[config.mk]
export PLATFORM = sky130hd
export DESIGN_NAME = unary_bin_decoder
export DESIGN_NICKNAME = d
export VERILOG_FILES = /design/src/rtl/unary_bin_decoder_pkg.sv /design/src/rtl/bs_lane_cnt.sv /design/src/rtl/unary_bin_decoder.sv
export SDC_FILE = /design/constraint.sdc
export NUM_CORES = 2
export LEC_CHECK = 0
export ABC_AREA = 1
export BUFFER_PORTS_ARGS = -buffer_cell sky130_fd_sc_hd__buf_2
export CORE_ASPECT_RATIO = 0.5
export CORE_UTILIZATION = 52
export CTS_CLUSTER_SIZE = 16
export DETAILED_ROUTE_END_ITERATION = 10
export PLACE_DENSITY = 0.72
export REMOVE_ABC_BUFFERS = 1
export SETUP_SLACK_MARGIN = 0.05
export SYNTH_ARGS = -nofsm -noshare
export SYNTH_HDL_FRONTEND = slang
export SYNTH_SLANG_ARGS = --single-unit
[constraint.sdc]
create_clock -name clk -period 5.7 [get_ports clk]
set_input_delay 0.57 -clock clk [delete_from_list [all_inputs] [get_ports clk]]
set_output_delay 0.57 -clock clk [all_outputs]
set_load 0.01 [all_outputs]
[src/rtl/unary_bin_decoder_pkg.sv]
// Shared types and helpers for the unary-to-binary bitstream decoder.
package unary_bin_decoder_pkg;

  typedef enum logic [1:0] {
    ST_IDLE = 2'd0,
    ST_RUN  = 2'd1,
    ST_DONE = 2'd2
  } state_t;

  // Number of enabled samples in one decode window.
  function automatic int unsigned win_len(input int unsigned bwid);
    return 32'd1 << bwid;
  endfunction

endpackage

[src/rtl/bs_lane_cnt.sv]
// One lane: ones counter over the window plus a saturating result register.
module bs_lane_cnt #(
  parameter int unsigned BWID = 10
) (
  input  logic            clk,
  input  logic            rst_n,
  input  logic            clr,
  input  logic            en,
  input  logic            sample,
  input  logic            load,
  output logic [BWID-1:0] res
);

  localparam int unsigned CW = BWID + 1;

  logic [CW-1:0] cnt;
  logic [CW-1:0] sum_c;

  // The sum includes the current sample so the final load sees the last bit.
  assign sum_c = cnt + CW'(sample);

  // Lane ones counter; clear has priority over enable.
  always_ff @(posedge clk or negedge rst_n) begin
    if (!rst_n) begin
      cnt <= '0;
    end else if (clr) begin
      cnt <= '0;
    end else if (en) begin
      cnt <= sum_c;
    end
  end

  // Result register; a full count of 2^BWID clips to the maximum code.
  always_ff @(posedge clk or negedge rst_n) begin
    if (!rst_n) begin
      res <= '0;
    end else if (load) begin
      res <= sum_c[BWID] ? {BWID{1'b1}} : sum_c[BWID-1:0];
    end
  end

endmodule

[src/rtl/unary_bin_decoder.sv]
// Decodes IDIM unary bitstreams to binary over a window of 2^BWID enabled cycles.
module unary_bin_decoder
  import unary_bin_decoder_pkg::*;
#(
  parameter int unsigned IDIM = 64,
  parameter int unsigned BWID = 10
) (
  input  logic                      clk,
  input  logic                      rst_n,
  input  logic                      start,
  input  logic                      clear,
  input  logic                      iEn,
  input  logic [IDIM-1:0]           iBit,
  input  logic                      oReady,
  output logic                      oValid,
  output logic                      busy,
  output logic [IDIM-1:0][BWID-1:0] oData
);

  localparam int unsigned WIN = win_len(BWID);
  localparam logic [BWID-1:0] WMAX = BWID'(WIN - 1);

  state_t          state;
  state_t          state_nxt;
  logic [BWID-1:0] wcnt;
  logic            lane_clr_c;
  logic            cnt_en_c;
  logic            load_c;

  // Next-state and per-cycle counter controls; clear overrides everything.
  always_comb begin
    state_nxt  = state;
    lane_clr_c = 1'b0;
    cnt_en_c   = 1'b0;
    load_c     = 1'b0;
    case (state)
      ST_IDLE: begin
        lane_clr_c = 1'b1;
        if (start) begin
          state_nxt = ST_RUN;
        end
      end
      ST_RUN: begin
        if (iEn) begin
          cnt_en_c = 1'b1;
          if (wcnt == WMAX) begin
            load_c    = 1'b1;
            state_nxt = ST_DONE;
          end
        end
      end
      ST_DONE: begin
        lane_clr_c = 1'b1;
        if (oReady) begin
          state_nxt = ST_IDLE;
        end
      end
      default: begin
        lane_clr_c = 1'b1;
        state_nxt  = ST_IDLE;
      end
    endcase
    if (clear) begin
      state_nxt  = ST_IDLE;
      lane_clr_c = 1'b1;
      cnt_en_c   = 1'b0;
      load_c     = 1'b0;
    end
  end

  // State register with registered handshake/status outputs.
  always_ff @(posedge clk or negedge rst_n) begin
    if (!rst_n) begin
      state  <= ST_IDLE;
      oValid <= 1'b0;
      busy   <= 1'b0;
    end else begin
      state  <= state_nxt;
      oValid <= (state_nxt == ST_DONE);
      busy   <= (state_nxt != ST_IDLE);
    end
  end

  // Window sample counter, advancing only on enabled RUN cycles.
  always_ff @(posedge clk or negedge rst_n) begin
    if (!rst_n) begin
      wcnt <= '0;
    end else if (lane_clr_c) begin
      wcnt <= '0;
    end else if (cnt_en_c) begin
      wcnt <= wcnt + BWID'(1);
    end
  end

  for (genvar g = 0; g < IDIM; g++) begin : g_lane
    bs_lane_cnt #(
      .BWID(BWID)
    ) u_lane (
      .clk   (clk),
      .rst_n (rst_n),
      .clr   (lane_clr_c),
      .en    (cnt_en_c),
      .sample(iBit[g]),
      .load  (load_c),
      .res   (oData[g])
    );
  end

endmodule

* After elaboration in Yosys (flattened, before gate mapping) *
Cells that the tools add are included.

cells by class
  add/subtract/negate cells = 65
  equality and inequality tests = 4
  mux-type cells = 209
  reductions and logical operators = 3

operators with widths
  kind                     number
  $mux W11                 128
  $add A11 B1 Y11          64
  $mux W10                 66
  $add A10 B1 Y10 const B  1
  $eq A10 B10 Y1 const B   1
  $mux W2                  5
  $mux W1                  9
  $pmux W2 S3              1
  $eq A2 B2 Y1 const B     2
  $reduce_bool A2 Y1       2
  $eq A2 B1 Y1 const B     1
  $logic_not A2 Y1         1

storage, ports and cells
  flip-flop bits (word level) = 1,358
  output and inout bits = 642
  logic and storage cells = 413

* Logic depth before layout (Yosys ltp) *
  word-level depth = 6
  mapped depth = 11
  depth with buffers taken out = 10

* Hierarchy *
Synthesis repeated with hierarchy kept, for this count alone.

second synthesis, totals
  cell total of the unflattened synthesis = 9,122
  area total of the unflattened synthesis = 70,326.2 um^2

modules (own cells, without submodules)
  module                               times used  cells each  area an instance (um^2)
  bs_lane_cnt (g_lane[10].u_lane ...)  63          141         1,087.3
  bs_lane_cnt (g_lane[0].u_lane)       1           138         1,077.3
  unary_bin_decoder                    1           101         749.5

* Worst setup path before layout *
OpenSTA, ideal clock, no wires.

  kind = input -> register
  from = in iBit[36]
  to = reg g_lane[36].u_lane.res[0]
  data arrival time = 1,985 ps
  required time = 5,587 ps
  setup slack = 3,602 ps
  stages on the path = 10
  path buffers = 1
  cells stage by stage = ha_1 > ha_1 > nand2_1 > nor2_1 > nand4_1 > nand2_1 > clkbuf_1 > nand3_1 > nand2_1 > inv_1

between the ends
  longest elaborated chain between the ends = 2

RTL lines
  item                  RTL line                 RTL
  start, declared       unary_bin_decoder.sv:13  input logic [IDIM-1:0] iBit,
  $add A11 B1 Y11       bs_lane_cnt.sv:20        assign sum_c = cnt + CW'(sample);
  $mux W10              bs_lane_cnt.sv:38        res <= sum_c[BWID] ? {BWID{1'b1}} : sum_c[BWID-1:0];
  end signal, assigned  bs_lane_cnt.sv:38
  end, declared         bs_lane_cnt.sv:11        output logic [BWID-1:0] res

Every way passes these cells.
A chain may end at the register's enable or synchronous reset.

* Worst setup path in the final report *
  from = reg state[1]
  to = reg g_lane[40].u_lane.cnt[2]

between the ends
  longest elaborated chain between the ends = 4
  elaborated cells on any way between the ends = 7

RTL lines
  item                                                   RTL line                 RTL
  start, declared                                        unary_bin_decoder.sv:23  state_t state;
  start signal, assigned                                 unary_bin_decoder.sv:78  state <= state_nxt;
  $eq A2 B1 Y1 *                                         unary_bin_decoder.sv:36  case (state)
  $mux W1                                                unary_bin_decoder.sv:36
  $mux W1                                                unary_bin_decoder.sv:63  if (clear) begin
  $mux W11 / $reduce_bool A2 Y1 (equally long branches)  n/a
  end signal, assigned                                   bs_lane_cnt.sv:29        cnt <= sum_c;
  end, declared                                          bs_lane_cnt.sv:16        logic [CW-1:0] cnt;

Mark *: on every way between the ends. The rest lies on a longest branch, timed or not.

==> flow_summary.json <==
{
  "synth-seq-cells": 1358,
  "ctsLongestPathBuffers": 3,
  "dp_slack_ns": 2.55,
  "async_reset_ff_share_pct": 100,
  "grt_max_degree": 216,
  "row_count": 92,
  "dieWidth_um": 511,
  "drive_gt1_share_pct": 11.7,
  "core_area_um2": 127000,
  "p_per_area_nw_per_um2": 250,
  "via_per_inst": 5.21,
  "cts_tree": "built",
  "holdWs_ns": 0.171,
  "post-route-min-period_ns": 3.08,
  "wirelength_um": 175000,
  "status": "finished, final reports clean",
  "cp_slowest_cell": "nor2_2",
  "area_growth_pct": 13.3,
  "overflow": 0,
  "worstSetupStartpointType": "register",
  "via_count": 57733,
  "cts_root_buf": "clkbuf_16",
  "hold_violations": 0,
  "p_leak_uw": 0.0425,
  "nets": 9491,
  "crit_arrival_ns": 3.70,
  "die_h_um": 257,
  "wl_per_cell_um": 15.8,
  "ir_drop_mv": 0.246,
  "hpwl_um": 118000,
  "tightestPinTransition_ns": 1.12,
  "path_class": "register to register",
  "post-route-period-util_pct": 54.1,
  "maxSlewViolCount": 0,
  "die-area_um2": 131000,
  "synthCells": 8767,
  "worst_setup_path_end_kind": "register",
  "fillers": 11438,
  "first_pass_iters": 5,
  "synth_area_per_cell_um2": 7.68,
  "cts_setup_buffers": 0,
  "ant_nets": 0,
  "yosysUniqueCellTypes": 31,
  "io_buffers": 711,
  "cp_max_fo": 215,
  "ys_seq_area_share_pct": 50.4,
  "clock-sinks": 1358,
  "fin_skew_ns": 0.0251,
  "ios": 712,
  "place_congestion": 0.893,
  "h-tree-depth": 3,
  "regArea_um2": 34000,
  "dp.cells": 10860,
  "maxSlewHeadroom_pct": 25.4,
  "remaining_drc_errors": 0,
  "worst_ep_required_time_ns": 6.32,
  "synth_warnings": 0,
  "hold_class": "input port to register",
  "synth.cell_area_um2": 67400,
  "maxCapViolCount": 0,
  "max_freq_ghz": 0.325,
  "path_clk_slew_ns": 0.07,
  "ys.flop_type": "dfrtp_1",
  "rsz0062_at_grt": "false",
  "cts_buffers": 121,
  "antenna_found_initial": 5,
  "drt_iter0_markers": 4250,
  "multi_input_area_um2": 28100,
  "setup_viol": 0,
  "grt_pass1_vias": 56174,
  "crit_path_max_incr_delay_ns": 0.56,
  "clkLatencyLatePin_ns": 0.74,
  "synth_edf_count": 0,
  "start_util_pct": 53.0,
  "path_cells": "nor2_1 > nand2_2 > nor2_2 > inv_8 > buf_12 > o21ai_0",
  "fin_ws_ns": 2.62,
  "track_usage_pct": 26.7,
  "stdcell_count": 11088,
  "grt_pass1_wl_um": 288000
}
## layout make-up
type	instances	area share, %
sequential	1358	44.5
antenna	4	0.0131
clock buffer	164	4.62
multi-input combinational	6102	36.8
inverter	945	4.67
timing repair buffer	764	5.57
tap	1692	2.77
clock inverter	59	1.05
## worst max-delay path, delay by kind of cell, from the launching register on
kind,cells,cell delay (ns)
flip-flops,1,0.39
AND/OR/NAND/NOR,3,0.87
AO/OA/AOI/OAI,1,0.37
buffers and inverters,2,0.86
## cells in the mapped netlist (all sizes together), types with 120 or more instances
library cell  number  area [um^2]
nand2           3727        14000
dfrtp           1358        34000
inv              945         3550
o22ai            485         3030
nor2             484         1850
nand3            412         2070
o21ai            334         1670
buf              242         1310
nand4            191         1190
xor2             156         1370
ha               129         1610
clkbuf           120          450
## worst paths after layout
path	cells after the start	to	from	slack, ns
max in group asynchronous	3	g_lane[52].u_lane.res[8]	rst_n	3.66
hold / removal	4	oValid	oReady	0.17
setup / recovery	6	g_lane[40].u_lane.cnt[2]	state[1]	2.62
hold reg to reg	2	g_lane[37].u_lane.res[9]	g_lane[37].u_lane.res[9]	0.47
setup reg to reg	6	g_lane[40].u_lane.cnt[2]	state[1]	2.62
min in group asynchronous	2	g_lane[26].u_lane.res[6]	rst_n	0.49
## registers in the layout (all words and copies together) (netlist names)
signal	count
g_lane.u_lane.res	640
g_lane.u_lane.cnt	704
busy	1
state	2
wcnt	10
oValid	1
## routing by layer
layer | routed length, um | global-route usage, %
met1 | 75000 | 33.7
met5 | 10 | 0
met4 | 8200 | 12.1
met3 | 5540 | 3.14
met2 | 86400 | 46.0
## cell usage in the layout, fill, tap and decap left out, types with 4 or more instances in the layout
cell type   instances
nand2_1          3725
dfrtp_1          1358
inv_1             942
buf_2             710
o22ai_1           485
nor2_1            477
nand3_1           411
o21ai_0           327
nand4_1           191
xor2_1            156
ha_1              129
clkbuf_16         125
or2_2             117
xnor2_1            49
buf_4              30
clkbuf_8           25
buf_12             23
clkinv_2           22
bufinv_16          18
clkbuf_1           14
clkinvlp_4         12
o21ai_1             7
a21oi_1             7
clkinv_4            5
diode_2             4
nor2_2              4
a22o_1              4
## report_power, final
part	internal, uW	switching [uW]	leakage [uW]
combinational	89.8	391	0.0214
sequential	9650	9.13	0.0190
clock	5140	3820	0.00211
## through the flow
stage	instance area, um^2	total power [uW]	setup TNS (ns)	utilization (%)
2_1_floorplan	65600	10000	-5637.69	-
3_3_place_gp	72000	10300	0	56.6
3_5_place_dp	72000	10300	0	56.6
4_1_cts	76300	19300	0	60.0
5_1_grt	76300	19700	0	60.0
6_report	76300	19100	0	60.0
## kinds of logic after synthesis
| family | count (synthesis) | synth area share [%] |
|---|---|---|
| simple gates | 4934 | 29.5 |
| fa+ha+maj | 129 | 2.40 |
| buf+inv | 1307 | 7.88 |
| xor+xnor | 205 | 2.67 |
| flops | 1358 | 50.4 |
| compound gates | 834 | 7.13 |
## timing repair
action / in CTS / in global routing
gates resized for setup: 0 / 0
endpoints found under the hold margin: 109 / 0
hold buffers: 1 / 0
No activity file was read; power rests on OpenSTA's default activity.
